### src/rtl/tpm_pkg.sv
// Shared parameters, state encoding and weight helpers for the tree-parity machine blocks.
package tpm_pkg;

   localparam int unsigned K        = 2;
   localparam int unsigned N        = 3;
   localparam int unsigned WW       = 3;
   localparam int unsigned L        = 3;
   localparam int unsigned OUT_W    = 8;

   localparam int unsigned NW        = K * N;
   localparam int unsigned KEY_BITS  = NW * WW;
   localparam int unsigned WORDS     = (KEY_BITS + OUT_W - 1) / OUT_W;
   localparam int unsigned WORD_BITS = WORDS * OUT_W;
   localparam int unsigned ADDR_W    = (NW > 1) ? $clog2(NW) : 1;
   localparam int unsigned CNT_W     = (WORDS > 1) ? $clog2(WORDS) : 1;

   localparam int unsigned ERR_W        = 2;
   localparam int unsigned ERR_MISMATCH = 0;
   localparam int unsigned ERR_RANGE    = 1;

   typedef enum logic [1:0] {IDLE, READ, EMIT, DONE} state_t;

   // True when a signed weight lies within -L..+L.
   function automatic logic in_range(input logic [WW-1:0] w);
      int sw;
      sw = int'($signed(w));
      return (sw >= -int'(L)) && (sw <= int'(L));
   endfunction

   // Offset-binary key field: u = w + L.
   function automatic logic [WW-1:0] encode(input logic [WW-1:0] w);
      return WW'(int'($signed(w)) + int'(L));
   endfunction

endpackage

### src/rtl/key_serializer.sv
// Parallel-load key register streamed out as OUT_W words, lowest word first, with valid/ready.
module key_serializer
   import tpm_pkg::*;
(
   input  logic                clk,
   input  logic                rst,
   input  logic                load,
   input  logic [KEY_BITS-1:0] key,
   output logic [OUT_W-1:0]    key_data,
   output logic                key_valid,
   input  logic                key_ready,
   output logic                key_last,
   output logic                last_hs_c
);

   logic [WORD_BITS-1:0] sh_q;
   logic [CNT_W-1:0]     cnt_q;
   logic                 valid_q;
   logic                 last_q;

   assign key_data  = sh_q[OUT_W-1:0];
   assign key_valid = valid_q;
   assign key_last  = last_q;
   assign last_hs_c = valid_q & key_ready & last_q;

   // Shift one word per handshake; the key is wiped after the final word leaves.
   always_ff @(posedge clk or posedge rst) begin
      if (rst) begin
         sh_q    <= '0;
         cnt_q   <= '0;
         valid_q <= 1'b0;
         last_q  <= 1'b0;
      end else if (load) begin
         sh_q    <= WORD_BITS'(key);
         cnt_q   <= '0;
         valid_q <= 1'b1;
         last_q  <= (WORDS == 1);
      end else if (valid_q && key_ready) begin
         if (last_q) begin
            sh_q    <= '0;
            cnt_q   <= '0;
            valid_q <= 1'b0;
            last_q  <= 1'b0;
         end else begin
            sh_q    <= sh_q >> OUT_W;
            cnt_q   <= cnt_q + CNT_W'(1);
            last_q  <= (cnt_q == CNT_W'(WORDS - 2));
         end
      end
   end

endmodule

### src/rtl/key_extract.sv
// Reads both partners' weights after sync, checks agreement and range, then streams the packed key.
module key_extract
   import tpm_pkg::*;
(
   input  logic              clk,
   input  logic              rst,
   input  logic              synced,
   output logic              wt_rd,
   output logic [ADDR_W-1:0] wt_addr,
   input  logic [WW-1:0]     wt_data_1,
   input  logic [WW-1:0]     wt_data_2,
   output logic [OUT_W-1:0]  key_data,
   output logic              key_valid,
   input  logic              key_ready,
   output logic              key_last,
   output logic              busy,
   output logic              done,
   output logic [ERR_W-1:0]  err
);

   state_t              state_q, state_d;
   logic                synced_q;
   logic                rd_q, rd_d;
   logic [ADDR_W-1:0]   addr_q, addr_d;
   logic                cap_q;
   logic [ADDR_W-1:0]   cap_idx_q;
   logic [ERR_W-1:0]    err_q, err_d;
   logic [KEY_BITS-1:0] key_q, key_d;
   logic                busy_q, busy_d;
   logic                done_q, done_d;
   logic                load_c;
   logic                fin_c;
   logic                start_c;
   logic                cap_last_c;
   logic                mismatch_c;
   logic                range_c;

   assign start_c    = synced & ~synced_q;
   assign cap_last_c = cap_q && (cap_idx_q == ADDR_W'(NW - 1));
   assign mismatch_c = (wt_data_1 != wt_data_2);
   assign range_c    = ~in_range(wt_data_1) | ~in_range(wt_data_2);

   assign wt_rd   = rd_q;
   assign wt_addr = addr_q;
   assign busy    = busy_q;
   assign done    = done_q;
   assign err     = err_q;

   always_ff @(posedge clk or posedge rst) begin
      if (rst) begin
         state_q   <= IDLE;
         synced_q  <= 1'b0;
         rd_q      <= 1'b0;
         addr_q    <= '0;
         cap_q     <= 1'b0;
         cap_idx_q <= '0;
         err_q     <= '0;
         key_q     <= '0;
         busy_q    <= 1'b0;
         done_q    <= 1'b0;
      end else begin
         state_q   <= state_d;
         synced_q  <= synced;
         rd_q      <= rd_d;
         addr_q    <= addr_d;
         cap_q     <= rd_q;
         cap_idx_q <= addr_q;
         err_q     <= err_d;
         key_q     <= key_d;
         busy_q    <= busy_d;
         done_q    <= done_d;
      end
   end

   always_comb begin
      state_d = state_q;
      rd_d    = 1'b0;
      addr_d  = addr_q;
      err_d   = err_q;
      key_d   = key_q;
      load_c  = 1'b0;
      busy_d  = 1'b0;
      done_d  = 1'b0;

      case (state_q)
         IDLE: begin
            if (start_c) begin
               state_d = READ;
               rd_d    = 1'b1;
               addr_d  = '0;
            end
         end
         READ: begin
            if (rd_q && (addr_q != ADDR_W'(NW - 1))) begin
               rd_d   = 1'b1;
               addr_d = addr_q + ADDR_W'(1);
            end
            // Captured pair arrives one cycle behind its strobe; flags are sticky.
            if (cap_q) begin
               err_d[ERR_MISMATCH] = err_q[ERR_MISMATCH] | mismatch_c;
               err_d[ERR_RANGE]    = err_q[ERR_RANGE] | range_c;
               key_d[int'(cap_idx_q) * int'(WW) +: WW] = encode(wt_data_1);
            end
            if (cap_last_c) begin
               if (err_d != '0) begin
                  state_d = DONE;
               end else begin
                  state_d = EMIT;
                  load_c  = 1'b1;
               end
            end
         end
         EMIT: begin
            if (fin_c) state_d = DONE;
         end
         DONE: begin
            state_d = DONE;
         end
         default: state_d = IDLE;
      endcase

      // The secret must not outlive the extraction.
      if ((state_d == DONE) && (state_q != DONE)) key_d = '0;

      busy_d = (state_d == READ) || (state_d == EMIT);
      done_d = (state_d == DONE);
   end

   key_serializer u_ser (
      .clk       (clk),
      .rst       (rst),
      .load      (load_c),
      .key       (key_d),
      .key_data  (key_data),
      .key_valid (key_valid),
      .key_ready (key_ready),
      .key_last  (key_last),
      .last_hs_c (fin_c)
   );

endmodule

### config.mk
export PLATFORM = sky130hd
export DESIGN_NAME = key_extract
export DESIGN_NICKNAME = d
export VERILOG_FILES = /design/src/rtl/tpm_pkg.sv /design/src/rtl/key_serializer.sv /design/src/rtl/key_extract.sv
export SDC_FILE = /design/constraint.sdc
export NUM_CORES = 1
export LEC_CHECK = 0
export BUFFER_PORTS_ARGS = -buffer_cell sky130_fd_sc_hd__buf_2
export CORE_MARGIN = 2
export CORE_UTILIZATION = 59
export CTS_CLUSTER_SIZE = 28
export DETAILED_ROUTE_END_ITERATION = 10
export GPL_TIMING_DRIVEN = 0
export HOLD_SLACK_MARGIN = 0.05
export PLACE_DENSITY = 0.83
export SLEW_MARGIN = 20
export SYNTH_ARGS = -nofsm -noshare
export SYNTH_HDL_FRONTEND = slang
export SYNTH_HIERARCHICAL = 1
export SYNTH_SLANG_ARGS = --single-unit
### constraint.sdc
create_clock -name clk -period 3.94 [get_ports clk]
set_input_delay 0.788 -clock clk [delete_from_list [all_inputs] [get_ports clk]]
set_output_delay 0.788 -clock clk [all_outputs]
set_load 0.01 [all_outputs]
==> impl_metrics.py <==
metrics = {
    "setup_path": {
        "rrSetupSlack_ns": 0.99,
        "worstPathRequired_ns": 4.14,
        "endpoint_kind": "flip-flop",
        "crit_arrival_ns": 3.82,
        "path_class": "in2reg",
        "critPathLaunchType": "input port",
        "worst-path-max-fanout": 10,
        "rr_worst_depth": 10,
    },
    "yosys": {
        "synth.top_cell.area_share": 0.5005,
        "ys_types": 41,
        "syn-num-nets": 290,
        "synthArstFlopShare": 1.000,
        "avgSynthCellArea_um2": 10.34,
        "synthFlopType": "dfrtp_1",
        "yosysTopAreaCell": "dfrtp_1",
        "synth_warnings": 6,
        "netlist_instances": 266,
        "synth-seq-cells": 55,
        "synth_edf_count": 0,
        "synth.most_common_cell": "dfrtp_1",
        "synth.top_cells.by_count": "dfrtp_1 (55), nand2_1 (33), nor2_1 (23)",
        "ys_seq_area_frac": 0.5005,
        "synth_area_mm2": 0.002750,
        "ys_top_cells_by_area": "dfrtp_1 (50%), ha_1 (6.4%), mux2i_1 (5.1%), nand2_1 (4.5%), nor2_1 (3.1%)",
    },
    "floorplan": {
        "dieWidth_um": 72.28,
        "core_mm2": 0.004414,
        "io_pins": 28,
        "die_y_um": 72.28,
        "fp-row-count": 24,
        "dieArea_mm2": 0.005224,
        "initial_utilization": 0.6230,
    },
    "drt": {
        "ant_nets": 0,
        "wl_um": 5343,
        "via_per_inst": 5.695,
        "wl_per_cell_um": 15.22,
        "drcViolationCount": 0,
        "dr.pass1.iters": 4,
        "vias": 1999,
        "drt_iter0_drc": 182,
    },
    "cts": {
        "clk_pin_slew_ns": 0.09,
        "cts.path.max_buffers": 2,
        "cts_sinks": 55,
        "cts_tree": "built",
        "root_buffer": "clkbuf_8",
        "holdBufCountCts": 0,
        "cts_htree_levels": 2,
        "insertion_delay_ns": 0.31,
        "cts_buffers": 5,
    },
    "power": {
        "p_per_area_mw_per_mm2": 453.3,
        "leakagePower_uw": 0.001576,
        "max-vdd-ir-drop_v": 0.0003032,
    },
    "layout": {
        "nFillCells": 347,
        "drive_gt1_frac": 0.1839,
        "layout.nets": 323,
        "area_growth_pct": 10.42,
        "final_area_mm2": 0.003037,
        "diodes": 0,
    },
    "timing": {
        "setup_viol": 0,
        "tightest_slew_ns": 0.8338,
        "fin_hold_ws_ns": 0.4263,
        "hold_viol_final": 0,
        "fin_skew_ns": 0.01117,
        "finalCritPeriodShare": 0.9182,
        "slew_viol_final": 0,
        "fmax_mhz": 276.4,
        "rsz0062_at_grt": "no",
        "fin_crit_ns": 3.618,
        "maxSlewHeadroom": 0.4435,
    },
    "hold_path": {
        "hold_depth": 0,
        "min_path_type": "reg2reg",
    },
    "placed_design": {
        "place_area_mm2": 0.002945,
        "place.port_buffers": 26,
        "dpl.hpwl_um": 3913,
        "gp_congestion": 0.8556,
    },
    "global_route": {
        "grt_overflow": 0,
        "grt_pass1_vias": 1919,
        "grt_max_degree": 34,
        "grt_pass1_wl_um": 9239,
        "grt_usage": 0.2317,
        "grt_antenna_before_repair": 0,
    },
    "job": {
        "max-cap-violations": 0,
    },
    "run_status": {
        "status": "completed",
    },
}
-- logic make-up (layout without fill, tap and decap cells) --
family	count (synthesis)	count (layout)	synth area share
compound gates	43	43	0.1019
xor+xnor	10	10	0.03185
fa+ha+maj	14	14	0.06369
buf+inv	31	64	0.06096
flops	55	55	0.5005
mux	15	15	0.05505
simple gates	98	98	0.1861
-- flip-flops by register name (all words and copies together), names as in the netlist --
signal	cells
key_q	18
u_ser/sh_q	18
cap_idx_q	3
wt_addr	3
err	2
state_q	2
u_ser/cnt_q	2
busy	1
cap_q	1
done	1
synced_q	1
u_ser/key_last	1
u_ser/key_valid	1
wt_rd	1
-- worst max-delay path: stages --
cell and delay (ns):
buf_2 0.16, ha_1 0.24, ha_1 0.29, xor2_1 0.15
xnor2_1 0.12, o221ai_1 0.30, o32a_1 0.26, ha_1 0.20
a21boi_2 0.40, clkbuf_1 0.40, nor2_1 0.15, a221o_1 0.36
-- cell usage in the layout (no fill, tap or decap), types with 4 or more instances in the layout --
cell type,instances
xnor2_1,6
mux2i_1,14
buf_2,31
a221o_1,6
inv_1,10
buf_4,10
clkbuf_8,6
ha_1,14
nor3b_1,7
nand3_1,4
nor2_1,23
clkbuf_1,4
dfrtp_1,55
and4b_1,4
a21oi_1,13
o21ai_0,13
or3_1,4
nand2_1,33
xor2_1,4
-- area by class of cell --
| class | instances | area, µm² | area share |
|---|---|---|---|
| buffer | 20 | 126.4 | 0.04162 |
| clock buffer | 6 | 82.58 | 0.02719 |
| clock inverter | 1 | 5.005 | 0.001648 |
| inverter | 11 | 41.29 | 0.01360 |
| multi-input combinational | 180 | 1210 | 0.3984 |
| sequential | 55 | 1376 | 0.4532 |
| tap | 52 | 65.06 | 0.02143 |
| timing repair buffer | 26 | 130.1 | 0.04285 |
-- power by group --
part | internal (µW) | switching, µW | total [µW]
sequential | 630 | 64.4 | 694
clock | 138 | 174 | 313
combinational | 155 | 215 | 370
-- what timing repair did --
action,CTS,global route
resized for setup,0,1
setup endpoints to repair,0,6
buffers inserted,0,0
endpoints found under the hold margin,0,0
-- per-layer routing --
metal | part of all wire | global-route usage
met5 | 0 | 0
met4 | 0.016 | 0.08595
met3 | 0.051 | 0.04167
met2 | 0.47 | 0.3507
met1 | 0.46 | 0.3374
-- through the flow --
step / setup WS [ns] / total power [µW] / std cells / TNS [ns] / utilization
finish: 0.3224 / 1376 / 351 / 0 / 0.6879
global route: 0.08054 / 1465 / 351 / 0 / 0.6879
CTS: 0.1429 / 1380 / 351 / 0 / 0.6871
detailed placement: -0.1987 / 1073 / 344 / -0.8395 / 0.6672
global placement: -0.1189 / 1055 / 344 / -0.4324 / 0.6672
floorplan: 0.4264 / 960.4 / 266 / 0 / -
-- worst paths after layout --
| check | start | endpoint |
|---|---|---|
| max | wt_data_1[0] | u_ser/sh_q[1] |
| min | wt_rd | cap_q |
| max reg2reg | u_ser/key_last | u_ser/sh_q[1] |
| min reg2reg | wt_rd | cap_q |
| max in group asynchronous | rst | u_ser/sh_q[6] |
| min in group asynchronous | rst | key_q[17] |
(Power assumes the default switching activity.)
